### src/rtl/muldiv_unit_if.sv
// Bundles the EX-stage request, hazard handshake and HI/LO result signals of the mul/div unit.
// master = EX/hazard side driving requests, slave = the mul/div unit itself.
interface muldiv_unit_if;
    logic        start;
    logic [2:0]  op;
    logic [31:0] src_a;
    logic [31:0] src_b;
    logic        ex_stall;
    logic        flush;
    logic        ALU_stall;
    logic        ALU_done;
    logic [31:0] hi;
    logic [31:0] lo;
    logic        busy;

    modport master (
        output start, op, src_a, src_b, ex_stall, flush,
        input  ALU_stall, ALU_done, hi, lo, busy
    );

    modport slave (
        input  start, op, src_a, src_b, ex_stall, flush,
        output ALU_stall, ALU_done, hi, lo, busy
    );
endinterface

### src/rtl/muldiv_unit.sv
// Multi-cycle MULT/MULTU/DIV/DIVU unit owning HI/LO; MUL takes MUL_CYCLES+1, DIV 33 cycles to ALU_done.
// Holds ALU_stall while busy; completion is held in HOLD while EX is frozen; flush aborts.
module muldiv_unit #(
    parameter int MUL_CYCLES = 2
) (
    input  logic          clk,
    input  logic          resetn,
    muldiv_unit_if.slave  bus
);
    // Restoring divider always runs the full 32 iterations.
    localparam int DIV_CYCLES = 32;

    localparam logic [2:0] OP_MULT  = 3'b001;
    localparam logic [2:0] OP_MULTU = 3'b010;
    localparam logic [2:0] OP_DIV   = 3'b011;
    localparam logic [2:0] OP_DIVU  = 3'b100;
    localparam logic [2:0] OP_MTHI  = 3'b101;
    localparam logic [2:0] OP_MTLO  = 3'b110;

    typedef enum logic [2:0] {S_IDLE, S_MUL, S_DIV, S_DONE, S_HOLD} state_t;

    state_t      state_q, state_d;
    logic [4:0]  cnt_q, cnt_d;
    logic [31:0] hi_q, hi_d;
    logic [31:0] lo_q, lo_d;
    logic [31:0] opa_q, opa_d;   // raw src_a (mult operand, or dividend for div-by-zero)
    logic [31:0] opb_q, opb_d;   // raw src_b for mult, |divisor| for div
    logic [31:0] rem_q, rem_d;
    logic [31:0] quo_q, quo_d;   // dividend shifts out as quotient shifts in
    logic        sgn_q, sgn_d;
    logic        negq_q, negq_d;
    logic        negr_q, negr_d;
    logic        done_q, done_d;

    logic        is_md_op;
    logic [31:0] a_abs, b_abs;
    logic        a_neg, b_neg;
    logic [63:0] mul_a, mul_b, product;
    logic [32:0] rem_shift, rem_diff;
    logic        step_ok;
    logic [31:0] rem_next, quo_next;

    assign is_md_op = (bus.op == OP_MULT) || (bus.op == OP_MULTU) ||
                      (bus.op == OP_DIV)  || (bus.op == OP_DIVU);

    assign a_neg = (bus.op == OP_DIV) && bus.src_a[31];
    assign b_neg = (bus.op == OP_DIV) && bus.src_b[31];
    assign a_abs = a_neg ? (32'd0 - bus.src_a) : bus.src_a;
    assign b_abs = b_neg ? (32'd0 - bus.src_b) : bus.src_b;

    // Sign-extend to 64 bits so the low 64 product bits are correct for both signednesses.
    assign mul_a   = {{32{sgn_q & opa_q[31]}}, opa_q};
    assign mul_b   = {{32{sgn_q & opb_q[31]}}, opb_q};
    assign product = mul_a * mul_b;

    assign rem_shift = {rem_q, quo_q[31]};
    assign rem_diff  = rem_shift - {1'b0, opb_q};
    assign step_ok   = ~rem_diff[32];
    assign rem_next  = step_ok ? rem_diff[31:0] : rem_shift[31:0];
    assign quo_next  = {quo_q[30:0], step_ok};

    always_comb begin
        state_d = state_q;
        cnt_d   = cnt_q;
        hi_d    = hi_q;
        lo_d    = lo_q;
        opa_d   = opa_q;
        opb_d   = opb_q;
        rem_d   = rem_q;
        quo_d   = quo_q;
        sgn_d   = sgn_q;
        negq_d  = negq_q;
        negr_d  = negr_q;

        case (state_q)
            S_IDLE: begin
                if (bus.start && !bus.flush) begin
                    case (bus.op)
                        OP_MULT, OP_MULTU: begin
                            state_d = S_MUL;
                            cnt_d   = 5'(MUL_CYCLES - 1);
                            sgn_d   = (bus.op == OP_MULT);
                            opa_d   = bus.src_a;
                            opb_d   = bus.src_b;
                        end
                        OP_DIV, OP_DIVU: begin
                            state_d = S_DIV;
                            cnt_d   = 5'(DIV_CYCLES - 1);
                            sgn_d   = (bus.op == OP_DIV);
                            opa_d   = bus.src_a;
                            opb_d   = b_abs;
                            quo_d   = a_abs;
                            rem_d   = 32'd0;
                            negq_d  = a_neg ^ b_neg;
                            negr_d  = a_neg;
                        end
                        OP_MTHI: hi_d = bus.src_a;
                        OP_MTLO: lo_d = bus.src_a;
                        default: ;
                    endcase
                end
            end
            S_MUL: begin
                if (bus.flush) begin
                    state_d = S_IDLE;
                end else if (cnt_q == 5'd0) begin
                    {hi_d, lo_d} = product;
                    state_d      = S_DONE;
                end else begin
                    cnt_d = cnt_q - 5'd1;
                end
            end
            S_DIV: begin
                if (bus.flush) begin
                    state_d = S_IDLE;
                end else begin
                    rem_d = rem_next;
                    quo_d = quo_next;
                    if (cnt_q == 5'd0) begin
                        if (opb_q == 32'd0) begin
                            lo_d = 32'hFFFF_FFFF;
                            hi_d = opa_q;
                        end else begin
                            lo_d = negq_q ? (32'd0 - quo_next) : quo_next;
                            hi_d = negr_q ? (32'd0 - rem_next) : rem_next;
                        end
                        state_d = S_DONE;
                    end else begin
                        cnt_d = cnt_q - 5'd1;
                    end
                end
            end
            S_DONE: begin
                if (bus.flush)         state_d = S_IDLE;
                else if (bus.ex_stall) state_d = S_HOLD;
                else                   state_d = S_IDLE;
            end
            S_HOLD: begin
                if (bus.flush || !bus.ex_stall) state_d = S_IDLE;
            end
            default: state_d = S_IDLE;
        endcase

        done_d = (state_d == S_DONE) || (state_d == S_HOLD);
    end

    always_ff @(posedge clk) begin
        if (!resetn) begin
            state_q <= S_IDLE;
            cnt_q   <= 5'd0;
            hi_q    <= 32'd0;
            lo_q    <= 32'd0;
            opa_q   <= 32'd0;
            opb_q   <= 32'd0;
            rem_q   <= 32'd0;
            quo_q   <= 32'd0;
            sgn_q   <= 1'b0;
            negq_q  <= 1'b0;
            negr_q  <= 1'b0;
            done_q  <= 1'b0;
        end else begin
            state_q <= state_d;
            cnt_q   <= cnt_d;
            hi_q    <= hi_d;
            lo_q    <= lo_d;
            opa_q   <= opa_d;
            opb_q   <= opb_d;
            rem_q   <= rem_d;
            quo_q   <= quo_d;
            sgn_q   <= sgn_d;
            negq_q  <= negq_d;
            negr_q  <= negr_d;
            done_q  <= done_d;
        end
    end

    // DONE/HOLD keep stall high; the hazard controller masks it with ALU_done.
    always_comb begin
        bus.ALU_stall = 1'b0;
        case (state_q)
            S_IDLE:                        bus.ALU_stall = bus.start && is_md_op;
            S_MUL, S_DIV, S_DONE, S_HOLD:  bus.ALU_stall = 1'b1;
            default:                       bus.ALU_stall = 1'b0;
        endcase
        bus.ALU_stall = bus.ALU_stall && resetn;
    end

    assign bus.ALU_done = done_q;
    assign bus.hi       = hi_q;
    assign bus.lo       = lo_q;
    assign bus.busy     = (state_q == S_MUL) || (state_q == S_DIV);
endmodule

### src/flat_wrapper.sv
// flat-port wrapper written by rule: the top's interface ports become plain ports
module muldiv_unit_flat 
#(
    parameter int MUL_CYCLES = 2
)
  (clk, resetn, bus_start, bus_op, bus_src_a, bus_src_b, bus_ex_stall, bus_flush, bus_ALU_stall, bus_ALU_done, bus_hi, bus_lo, bus_busy);
  muldiv_unit_if bus_i ();
  input  logic clk;
  input  logic resetn;
  input wire logic [$bits(bus_i.start)-1:0] bus_start;
  input wire logic [$bits(bus_i.op)-1:0] bus_op;
  input wire logic [$bits(bus_i.src_a)-1:0] bus_src_a;
  input wire logic [$bits(bus_i.src_b)-1:0] bus_src_b;
  input wire logic [$bits(bus_i.ex_stall)-1:0] bus_ex_stall;
  input wire logic [$bits(bus_i.flush)-1:0] bus_flush;
  output wire logic [$bits(bus_i.ALU_stall)-1:0] bus_ALU_stall;
  output wire logic [$bits(bus_i.ALU_done)-1:0] bus_ALU_done;
  output wire logic [$bits(bus_i.hi)-1:0] bus_hi;
  output wire logic [$bits(bus_i.lo)-1:0] bus_lo;
  output wire logic [$bits(bus_i.busy)-1:0] bus_busy;
  assign bus_i.start = bus_start;
  assign bus_i.op = bus_op;
  assign bus_i.src_a = bus_src_a;
  assign bus_i.src_b = bus_src_b;
  assign bus_i.ex_stall = bus_ex_stall;
  assign bus_i.flush = bus_flush;
  assign bus_ALU_stall = bus_i.ALU_stall;
  assign bus_ALU_done = bus_i.ALU_done;
  assign bus_hi = bus_i.hi;
  assign bus_lo = bus_i.lo;
  assign bus_busy = bus_i.busy;
  muldiv_unit #(.MUL_CYCLES(MUL_CYCLES)) u_core (.clk(clk), .resetn(resetn), .bus(bus_i));
endmodule
### config.mk
export PLATFORM = sky130hd
export DESIGN_NAME = muldiv_unit_flat
export DESIGN_NICKNAME = d
export VERILOG_FILES = /design/src/rtl/muldiv_unit_if.sv /design/src/rtl/muldiv_unit.sv /design/src/flat_wrapper.sv
export SDC_FILE = /design/constraint.sdc
export NUM_CORES = 2
export LEC_CHECK = 0
export ABC_AREA = 1
export BUFFER_PORTS_ARGS = -buffer_cell sky130_fd_sc_hd__buf_4
export CAP_MARGIN = 0
export CORE_ASPECT_RATIO = 0.75
export CORE_MARGIN = 2
export CORE_UTILIZATION = 55
export CTS_CLUSTER_SIZE = 40
export DETAILED_ROUTE_END_ITERATION = 8
export PLACE_DENSITY = 0.84
export SLEW_MARGIN = 20
export SYNTH_ARGS = -nofsm -noshare
export SYNTH_HDL_FRONTEND = slang
export SYNTH_SLANG_ARGS = --single-unit
### constraint.sdc
create_clock -name clk -period 18.3 [get_ports clk]
set_input_delay 0.915 -clock clk [delete_from_list [all_inputs] [get_ports clk]]
set_output_delay 0.915 -clock clk [all_outputs]
set_load 0.01 [all_outputs]
==> metrics.txt <==
status finished clean; fin. max-slew vios 0; post-CTS setup buffers 0; antenna violations before repair 8; Clock Tree Root clkbuf_16; critical path's most frequent cell inv_1; TritonCTS Buffers 23; Final Cycle Share slightly above 50%; Async S/R FF share, synth 0%; drt drc 0; Die ar. ~100,000 um2; worst-case clock buffer depth 3; Hold Fails Final Rpt 0; clock latency at the later pin of the worst-skew pair 0.61 ns; met3 GRT Util 12.7%; mapped cell area approximately 54,000 um2; Placer Congestion 1.04; Area Growth Syn to Fin 4.97%; CTS Hold Bufs 0; RSZ-0062 raised after global routing no; Port Buffers 138; die width ~370 um; Power Dens Cells 37.5 nW/um2; top_reg_cell synth dfxtp_1; row count between 90 and 100; pin count of the biggest net entering global routing 77; vias 49,283; vias in the first global route 50,426; max-slew headroom at the worst pin a little over a tenth; VDD IR max 52.4 uV; fmax between 100 and 150 MHz; clock skew 0.0273 ns; syn nets 8,823; Routed Antenna Nets 0; Leak 31.2 nW; Clock Sinks slightly above 200; type of origin of the critical path register; worst-margin pin slew 1.34 ns; Yosys Warn Count 0; Synth top cells by count inv_1, nand2_1, fa_1, nor2_1, clkbuf_1; Synth Instances 7,376; Gate power share 52.7%; count leader, synth inv_1; Required @ worst endpoint 18.76 ns; placed insts 8,544; CTS tree built; layout cells sized above 1 5.47%; CP Capture Type register; clock share of power 24.1%; min Tclk post-route around 9.3 ns; total core area 97,600 um2; Pre-antenna DRT Iters 9; busiest layer in global routing met2; number of synthesized register bits 204; sw frac ~50%; crit path kind register to register; Via density approximately 5.7; met1 Use GR 50.6%; Initial Utilization between 50% and 60%; CP max stage cell nor4_1; setup_tns 0 ns; Max-cap violations 0; # resized after CTS 0; worst hold-check path type register to register; top post-synthesis cells by area fa_1, inv_1, nand2_1; Top Ports 139; Yosys top cell by area fa_1; nets@finish 8,703; sequential element share of the synthesized area 7.51%; final std cells w/o fill 8,587; CP peak stage delay 0.71 ns; drt wl/cell 21.6 um; final setup violation count 0; Total Routing Usage GR 37.0%; Fin Hold WS 0.482 ns; Yosys top cell area share 41.4%; Tot Pwr 2.14 mW; post-DP HPWL roughly 150 mm; Die Ht 276 um; CP max FO 35; GRT overflow 0; H-Tree Depth 1; EDFF count, synth 0; Yosys cell types 60; WL final 186 mm; fillcell total 8,796; average size of a mapped cell 7.38 um2; met2 GRT Util a little over half; sequential share of power 23.2%; switching power 1.07 mW; Clk pin slew, worst setup/hold paths about 0.070 ns; Detailed Route Iter0 Violations 6,306; Internal between 1 and 1.5 mW; WP data arrival slightly below 10 ns; first-pass GRT wire length 290 mm
[flip-flops by register name, indices dropped and copies added (netlist names)]
name                 count
u_core.opa_q            32
u_core.sgn_q             1
u_core.quo_q            32
u_core.state_q           3
u_core.bus.ALU_done      1
u_core.negr_q            1
u_core.opb_q            32
u_core.negq_q            1
u_core.rem_q            32
u_core.bus.hi           32
u_core.cnt_q             5
u_core.bus.lo           32
[routing by layer]
layer / vias up / wire length (um)
met5: - / 46
met4: 6 / 9010
met3: 661 / 28100
met2: 3366 / 77900
met1: 23917 / 70800
li1: 21333 / -
[critical path: cells and delay by family (launching register included)]
family	cells	cell delay, ns
AOI/OAI and AO/OA	4	0.37
and+or+nand+nor	10	2.24
DFF	1	0.31
buffers and inverters	10	1.71
adders and majority gates	9	4.49
[cells by family (layout without fill, tap and decap cells)]
family | Yosys count | in the layout | synth area share [%]
buffers and inverters | 2282 | 2179 | 15.9
xor gates and xnor gates | 89 | 89 | 1.43
DFF | 204 | 204 | 7.51
AOI/OAI and AO/OA | 787 | 787 | 8.20
and+or+nand+nor | 2639 | 2639 | 19.8
other | 0 | 1 | 0
adders and majority gates | 1375 | 1375 | 47.1
[power groups by stage]
| stage | Sequential, mW | Clock (mW) | Combinational, mW |
|---|---|---|---|
| finish | 0.496 | 0.516 | 1.13 |
| global placement | 0.503 | 0 | 1.06 |
| CTS | 0.494 | 0.515 | 1.09 |
| floorplan | 0.493 | 0 | 0.716 |
| global route | 0.497 | 0.530 | 1.22 |
| detailed placement | 0.504 | 0 | 1.08 |
[path summary, 6_finish.rpt]
path | start | to | slack [ns] | cells after the start
worst min register to register | u_core.cnt_q[4] | u_core.cnt_q[4] | 0.48 | 2
worst min-delay path | u_core.cnt_q[4] | u_core.cnt_q[4] | 0.48 | 2
worst max-delay path | u_core.opa_q[31] | u_core.bus.hi[25] | 9.02 | 33
worst max register to register | u_core.opa_q[31] | u_core.bus.hi[25] | 9.02 | 33
[placed cells by master, fill, tap and decap left out, types with 13 or more instances in the layout]
cell / netlist / final
a21o_1: 15 / 15
a21oi_1: 315 / 315
a31oi_1: 36 / 36
buf_4: 1 / 231
clkbuf_16: 0 / 23
dfxtp_1: 204 / 202
fa_1: 1126 / 1125
ha_1: 249 / 249
inv_1: 1895 / 1893
nand2_1: 1852 / 1851
nand2_2: 35 / 36
nand3_1: 176 / 176
nand4_1: 36 / 36
nor2_1: 379 / 377
nor2_2: 16 / 17
nor3_1: 50 / 47
nor4_1: 31 / 30
o211ai_1: 29 / 29
o21ai_0: 273 / 273
o21bai_1: 13 / 13
o221ai_1: 17 / 17
or2_2: 23 / 23
xnor2_1: 24 / 24
xor2_1: 65 / 65
[area by class of cell]
type | instances | area, um2 | area share [%]
multi-input combinational | 4890 | 41700 | 73.1
timing repair buffer | 231 | 1730 | 3.04
inverter | 1906 | 7150 | 12.5
antenna | 1 | 2.50 | 0.00438
sequential | 204 | 4090 | 7.15
clock buffer | 29 | 618 | 1.08
clock inverter | 13 | 154 | 0.269
tap | 1313 | 1640 | 2.88
[through the flow]
stage / instance area [um2] / setup slack, ns / util (%)
5_1_grt: 57100 / 8.48 / 58.5
4_1_cts: 57100 / 8.68 / 58.5
6_report: 57100 / 9.02 / 58.5
3_3_place_gp: 56300 / 9.06 / 57.7
2_1_floorplan: 54400 / 10.54 / -
3_5_place_dp: 56300 / 8.71 / 57.7
No activity file was read; power rests on OpenSTA's default activity.
